==> src/rtl/dcache_state_injector.sv <==
// dcache_state_injector
//
// Purpose:
//   Streams a functional-warmup image into the DCache tag and data SRAMs
//   through their ordinary RW0 write ports. The image arrives on a
//   valid/ready handshake in a fixed order: for each set, one tag record
//   followed by ROWS data rows (or only the tag record in tag-only mode).
//   While the injection runs, owns_sram steers the external SRAM mux to
//   this block so the core cannot touch the arrays.
//
// Ports:
//   clk, reset            - single clock, synchronous active-high reset
//   start                 - begin an injection (honoured only in IDLE/DONE)
//   mode_tag_only         - 1 = image carries tag records only (latched at start)
//   way_mask[WAYS]        - ways to write (latched at start)
//   img_valid/img_ready   - image record handshake; img_data carries the record
//   tag_addr/en/wmode/wdata/wmask    - tag SRAM RW0 write port (registered)
//   data_addr/en/wmode/wdata/wmask   - data SRAM RW0 write port (registered)
//   owns_sram             - SRAM mux select, high for the whole injection
//   busy                  - injection in progress
//   done                  - sticky completion flag, cleared by the next start
//
// Assumes SETS and BLOCK_BYTES are powers of two and ROWS >= 2.

module dcache_state_injector #(
  parameter int PADDR_BITS  = 32,
  parameter int SETS        = 64,
  parameter int WAYS        = 4,
  parameter int BLOCK_BYTES = 64,
  parameter int ROW_BITS    = 64,
  parameter int META_BITS   = 2,
  localparam int SET_BITS      = $clog2(SETS),
  localparam int OFFSET_BITS   = $clog2(BLOCK_BYTES),
  localparam int TAG_BITS      = PADDR_BITS - SET_BITS - OFFSET_BITS + META_BITS,
  localparam int ROWS          = BLOCK_BYTES * 8 / ROW_BITS,
  localparam int ROW_IDX_BITS  = $clog2(ROWS),
  localparam int TAG_REC_BITS  = WAYS * TAG_BITS,
  localparam int DATA_REC_BITS = WAYS * ROW_BITS,
  localparam int IMG_BITS      = (TAG_REC_BITS > DATA_REC_BITS) ? TAG_REC_BITS : DATA_REC_BITS,
  localparam int ROW_BYTES     = ROW_BITS / 8
) (
  input  logic                             clk,
  input  logic                             reset,
  input  logic                             start,
  input  logic                             mode_tag_only,
  input  logic [WAYS-1:0]                  way_mask,
  input  logic                             img_valid,
  output logic                             img_ready,
  input  logic [IMG_BITS-1:0]              img_data,
  output logic [SET_BITS-1:0]              tag_addr,
  output logic                             tag_en,
  output logic                             tag_wmode,
  output logic [TAG_REC_BITS-1:0]          tag_wdata,
  output logic [WAYS-1:0]                  tag_wmask,
  output logic [SET_BITS+ROW_IDX_BITS-1:0] data_addr,
  output logic                             data_en,
  output logic                             data_wmode,
  output logic [DATA_REC_BITS-1:0]         data_wdata,
  output logic [WAYS*ROW_BYTES-1:0]        data_wmask,
  output logic                             owns_sram,
  output logic                             busy,
  output logic                             done
);

  typedef enum logic [1:0] {
    S_IDLE,
    S_TAG,
    S_DATA,
    S_DONE
  } state_t;

  state_t                        r_state;
  state_t                        w_nextState;

  logic [SET_BITS-1:0]           r_setIdx;
  logic [ROW_IDX_BITS-1:0]       r_rowIdx;
  logic                          r_tagOnly;
  logic [WAYS-1:0]               r_wayMask;

  logic                          r_tagEn;
  logic                          r_tagWmode;
  logic [SET_BITS-1:0]           r_tagAddr;
  logic [TAG_REC_BITS-1:0]       r_tagWdata;
  logic [WAYS-1:0]               r_tagWmask;

  logic                          r_dataEn;
  logic                          r_dataWmode;
  logic [SET_BITS+ROW_IDX_BITS-1:0] r_dataAddr;
  logic [DATA_REC_BITS-1:0]      r_dataWdata;
  logic [WAYS*ROW_BYTES-1:0]     r_dataWmask;

  logic                          r_flush;
  logic                          r_done;

  logic                          w_imgReady;
  logic                          w_beat;
  logic                          w_startAccept;
  logic                          w_lastSet;
  logic                          w_lastRow;
  logic                          w_anyWay;
  logic [WAYS*ROW_BYTES-1:0]     w_byteMask;

  assign w_lastSet     = (r_setIdx == SET_BITS'(SETS - 1));
  assign w_lastRow     = (r_rowIdx == ROW_IDX_BITS'(ROWS - 1));
  assign w_anyWay      = |r_wayMask;
  assign w_beat        = w_imgReady & img_valid;
  assign w_startAccept = start & ((r_state == S_IDLE) | (r_state == S_DONE));

  // State register.
  always_ff @(posedge clk) begin
    if (reset) begin
      r_state <= S_IDLE;
    end else begin
      r_state <= w_nextState;
    end
  end

  // Next-state and handshake decode. The image order is fixed, so the
  // FSM only needs to know whether the current beat closes a set.
  always_comb begin
    w_nextState = r_state;
    w_imgReady  = 1'b0;
    case (r_state)
      S_IDLE, S_DONE: begin
        if (start) begin
          w_nextState = S_TAG;
        end
      end
      S_TAG: begin
        w_imgReady = 1'b1;
        if (img_valid) begin
          if (r_tagOnly) begin
            w_nextState = w_lastSet ? S_DONE : S_TAG;
          end else begin
            w_nextState = S_DATA;
          end
        end
      end
      S_DATA: begin
        w_imgReady = 1'b1;
        if (img_valid && w_lastRow) begin
          w_nextState = w_lastSet ? S_DONE : S_TAG;
        end
      end
      default: begin
        w_nextState = S_IDLE;
      end
    endcase
  end

  // Set/row counters and the per-run configuration captured at start.
  // Bubbles leave everything untouched; only accepted beats advance.
  always_ff @(posedge clk) begin
    if (reset) begin
      r_setIdx  <= '0;
      r_rowIdx  <= '0;
      r_tagOnly <= 1'b0;
      r_wayMask <= '0;
    end else if (w_startAccept) begin
      r_setIdx  <= '0;
      r_rowIdx  <= '0;
      r_tagOnly <= mode_tag_only;
      r_wayMask <= way_mask;
    end else if (w_beat) begin
      if (r_state == S_TAG) begin
        r_rowIdx <= '0;
        if (r_tagOnly) begin
          r_setIdx <= r_setIdx + SET_BITS'(1);
        end
      end else if (w_lastRow) begin
        r_rowIdx <= '0;
        r_setIdx <= r_setIdx + SET_BITS'(1);
      end else begin
        r_rowIdx <= r_rowIdx + ROW_IDX_BITS'(1);
      end
    end
  end

  // Each way-mask bit covers every byte lane of that way's row.
  always_comb begin
    w_byteMask = '0;
    for (int w = 0; w < WAYS; w++) begin
      w_byteMask[w*ROW_BYTES +: ROW_BYTES] = {ROW_BYTES{r_wayMask[w]}};
    end
  end

  // Registered SRAM write ports. Strobes pulse for one cycle after an
  // accepted beat; address, data and mask hold their last values between
  // strobes. With an empty way mask the beat is consumed silently.
  always_ff @(posedge clk) begin
    if (reset) begin
      r_tagEn     <= 1'b0;
      r_tagWmode  <= 1'b0;
      r_tagAddr   <= '0;
      r_tagWdata  <= '0;
      r_tagWmask  <= '0;
      r_dataEn    <= 1'b0;
      r_dataWmode <= 1'b0;
      r_dataAddr  <= '0;
      r_dataWdata <= '0;
      r_dataWmask <= '0;
    end else begin
      r_tagEn     <= 1'b0;
      r_tagWmode  <= 1'b0;
      r_dataEn    <= 1'b0;
      r_dataWmode <= 1'b0;
      if (w_beat && w_anyWay) begin
        if (r_state == S_TAG) begin
          r_tagEn    <= 1'b1;
          r_tagWmode <= 1'b1;
          r_tagAddr  <= r_setIdx;
          r_tagWdata <= img_data[TAG_REC_BITS-1:0];
          r_tagWmask <= r_wayMask;
        end else begin
          r_dataEn    <= 1'b1;
          r_dataWmode <= 1'b1;
          r_dataAddr  <= {r_setIdx, r_rowIdx};
          r_dataWdata <= img_data[DATA_REC_BITS-1:0];
          r_dataWmask <= w_byteMask;
        end
      end
    end
  end

  // The FSM reaches DONE in the same cycle the final write strobe is on
  // the SRAM port. r_flush keeps the SRAM mux and busy asserted through
  // that cycle, and done rises only once the last write has landed.
  always_ff @(posedge clk) begin
    if (reset) begin
      r_flush <= 1'b0;
      r_done  <= 1'b0;
    end else begin
      r_flush <= w_beat && (w_nextState == S_DONE);
      if (w_startAccept) begin
        r_done <= 1'b0;
      end else if (r_flush) begin
        r_done <= 1'b1;
      end
    end
  end

  assign img_ready  = w_imgReady;
  assign busy       = (r_state == S_TAG) | (r_state == S_DATA) | r_flush;
  assign owns_sram  = busy;
  assign done       = r_done;

  assign tag_addr   = r_tagAddr;
  assign tag_en     = r_tagEn;
  assign tag_wmode  = r_tagWmode;
  assign tag_wdata  = r_tagWdata;
  assign tag_wmask  = r_tagWmask;

  assign data_addr  = r_dataAddr;
  assign data_en    = r_dataEn;
  assign data_wmode = r_dataWmode;
  assign data_wdata = r_dataWdata;
  assign data_wmask = r_dataWmask;

endmodule

==> config.mk <==
export PLATFORM = sky130hd
export DESIGN_NAME = dcache_state_injector
export DESIGN_NICKNAME = d
export VERILOG_FILES = /design/src/rtl/dcache_state_injector.sv
export SDC_FILE = /design/constraint.sdc
export NUM_CORES = 1
export LEC_CHECK = 0
export ABC_CLOCK_PERIOD_IN_PS = 2000
export CAP_MARGIN = 0
export CORE_AREA = 3 3 255 257
export CTS_BUF_LIST = sky130_fd_sc_hd__clkbuf_16
export CTS_CLUSTER_DIAMETER = 30
export DETAILED_ROUTE_END_ITERATION = 6
export DIE_AREA = 0 0 258 260
export PLACE_DENSITY = 0.49
export SETUP_SLACK_MARGIN = 0.3
export SLEW_MARGIN = 20
export SYNTH_ARGS = -nofsm -noshare
export SYNTH_HDL_FRONTEND = slang
export SYNTH_SLANG_ARGS = --single-unit
==> constraint.sdc <==
create_clock -name clk -period 2 [get_ports clk]
set_input_delay 0.6 -clock clk [delete_from_list [all_inputs] [get_ports clk]]
set_output_delay 0.6 -clock clk [all_outputs]
set_load 0.05 [all_outputs]
==> metrics.txt <==
#FFs+latches synth ~390; Fin Hold WS around 320 ps; failing checks negative setup slack; final hold viol count 0; run status finished with violations; Achievable Freq between 400 and 500 MHz; syn_nets approximately 2000; setup repair after global routing missed its margin true; r2r endpoint data_wdata[131]; GP Congestion just over 0.9; Vias per Instance about 4.3; final setup violating endpoints roughly 90; post-synth top area cell dfxtp_1; reg2reg setup slack -80 ps; Setup crit end kind output port; Die Area roughly 67000 sq um; Slew Limit Fails 0; H-Tree Level Count 3; max incr delay on CP 320 ps; Max IR drop VDD approximately 860 uV; global-route wire length before repair around 90000 um; Async SR Flop Fraction 0%; skew final 32.7 ps; worst r2r src r_state[0]; worst slack, placed -376 ps; HPWL after detailed placement roughly 43000 um; clk slew on worst S/H paths 50 ps; Synth Instances between 1500 and 2000; critical path class reg2out; initial core utilization between 20% and 30%; Worst slew margin 66.7%; vias in the first global route between 10000 and 15000; wire length per cell approximately 19 um; CP endpoint busy; Most used DFF post-synth dfxtp_1; worst-margin pin slew 485 ps; Max Cap Violations 0; final antenna-violating net count 0; Worst setup SP type flop; Synth cell types 33; initial antenna violation count 2; number of synthesized flops with an enable pin 0; layout cells sized above 1 about a third; Tot GR Track Use between 10% and 20%; static leakage ~11 nW; clk_lat worst skew about 630 ps; DRC viols 0; root buffer cell clkbuf_16; FF-to-FF path depth 12; Post-Syn Area ~14000 sq um; DRT Pass-1 Iters 5; critical-path cell list inv_2, ha_4, buf_8, nand2b_4, buf_12; Buffers on Ports 667; Layout Area Growth over Synthesis 99.8%; Nets roughly 2800; crit path from r_state[0]; Critical Path RT about 1400 ps; clock sink total 387; Worst Path Arrival roughly 1600 ps; Hold Buf Count CTS 0; 1st-iter DRT viols 677; final critical-path setup slack -229 ps; Clock Path Buffers 3; CORE AREA between 60000 and 70000 sq um; row cnt 92; Post-Layout Cell Count about 3500; final core occ between 40 and 50%; total CTS buffers 111; sequential cell area fraction in the yosys report between 50% and 60%; worst-path fanout max 4; GRT Residual Overflow 0; Pwr Density between 1000 and 1500 nW/um^2; final wirelength approximately 64000 um; Ports between 600 and 700; min Tclk post-route 2230 ps; Die Y ~260 um; Fin Setup TNS -2490 ps; slowest cell on the critical path dfxtp_2; Synth area leaders dfxtp_1 57%, nand2_1 20%, a21oi_1 14%, buf_2 2.3%, buf_4 1.9%; CTS tree done; chip width about 260 um; part of the cycle the worst path needs 111%; Synth warnings 0; Synth top area share around 57%; DR vias between 10000 and 15000; Syn Area/Cell 7.89 sq um; Hold/Removal Path Class in2reg; largest net degree at the start of global routing slightly above 60; placed cells 3163
placed cells by master (no fill, tap or decap), types with 14 or more instances in the layout:
master / n
clkinv_2: 22
clkbuf_16: 130
buf_4: 390
bufinv_16: 19
buf_12: 89
buf_6: 16
buf_8: 24
buf_16: 21
nor2_1: 17
dfxtp_1: 361
clkdlybuf4s50_1: 263
dfxtp_4: 14
nand2_2: 14
clkinv_1: 19
a21oi_1: 250
nand2_1: 729
a21oi_2: 124
inv_1: 22
what timing repair did:
item                                    in CTS  in global routing
resized for setup                          145                155
endpoints found under the setup margin     776                780
cloned                                      17                 18
pin swaps                                   13                 15
setup buffers                               21                 23
state kept, by name, summed over array words and instances (netlist names):
name        cells
data_addr       9
data_wmode      1
tag_addr        6
r_flush         1
tag_wdata      88
r_rowIdx        3
r_setIdx        6
r_wayMask       4
tag_wmask       4
done            1
r_tagOnly       1
tag_wmode       1
data_wdata    256
data_wmask      4
r_state         2
through the flow:
step / power, mW / cell area (sq um)
after floorplan: 13.2 / 13800
after global placement: 16.1 / 21000
after detailed placement: 16.2 / 21000
after CTS: 35.1 / 26000
after global routing: 36.9 / 27300
final: 35.5 / 27300
worst min-delay path by stage:
stage	start	endpoint	slack, ps	cells after the start
2_1_floorplan	r_flush	done	440	2
3_3_place_gp	data_wdata[216]	data_wdata[216]	440	2
3_5_place_dp	data_wdata[90]	data_wdata[90]	450	2
4_1_cts	reset	data_wdata[78]	300	2
5_1_grt	reset	data_wdata[94]	310	2
6_report	reset	data_wdata[94]	320	2
critical path, delay by kind of cell, from the launching register on:
family	cells	cell delay, ps
adders and majority gates	1	260
DFF	1	320
and+or+nand+nor	1	100
buffers and inverters	3	320
cells by family (layout without fill, tap and decap cells):
group,Yosys count,after routing,share of synthesized area [%]
fa+ha+maj,5,5,0.458
flops,387,387,56.7
xor+xnor,5,5,0.320
other cells,0,1,0
mux,3,3,0.220
compound gates,386,386,14.4
simple gates,784,784,22.0
buf+inv,162,1034,5.96
routing by layer:
layer	share of wire (%)	GRT usage (%)	vias to the layer above
li1	-	-	7208
met4	3.0	6.47	2
met3	8.1	6.50	121
met1	38	19.2	6987
met5	0.017	0	-
met2	50	30.0	522
cell type report:
| type | instances | area (sq um) |
|---|---|---|
| Timing Repair Buffer | 821 | 8910 |
| Clock buffer | 112 | 2800 |
| Tap cell | 846 | 1060 |
| Antenna cell | 1 | 2.50 |
| Fill cell | 6129 | 35600 |
| Inverter | 5 | 18.8 |
| Clock inverter | 96 | 1040 |
| Multi-Input combinational cell | 1183 | 5680 |
| Sequential cell | 387 | 7820 |
synthesized netlist by cell type (all sizes together), types with 3 or more instances:
master / n
a21oi: 374
buf: 98
clkbuf: 59
dfxtp: 387
ha: 5
inv: 5
mux2i: 3
nand2: 743
nand2b: 3
nand3: 10
nor2: 17
nor3: 5
xnor2: 5
power by group:
part / internal [mW] / total, mW / switching, mW
Combinational: 3.78 / 8.94 / 5.16
Sequential: 8.37 / 8.76 / 0.391
Clock: 12.5 / 17.8 / 5.29
(Power assumes the default switching activity.)
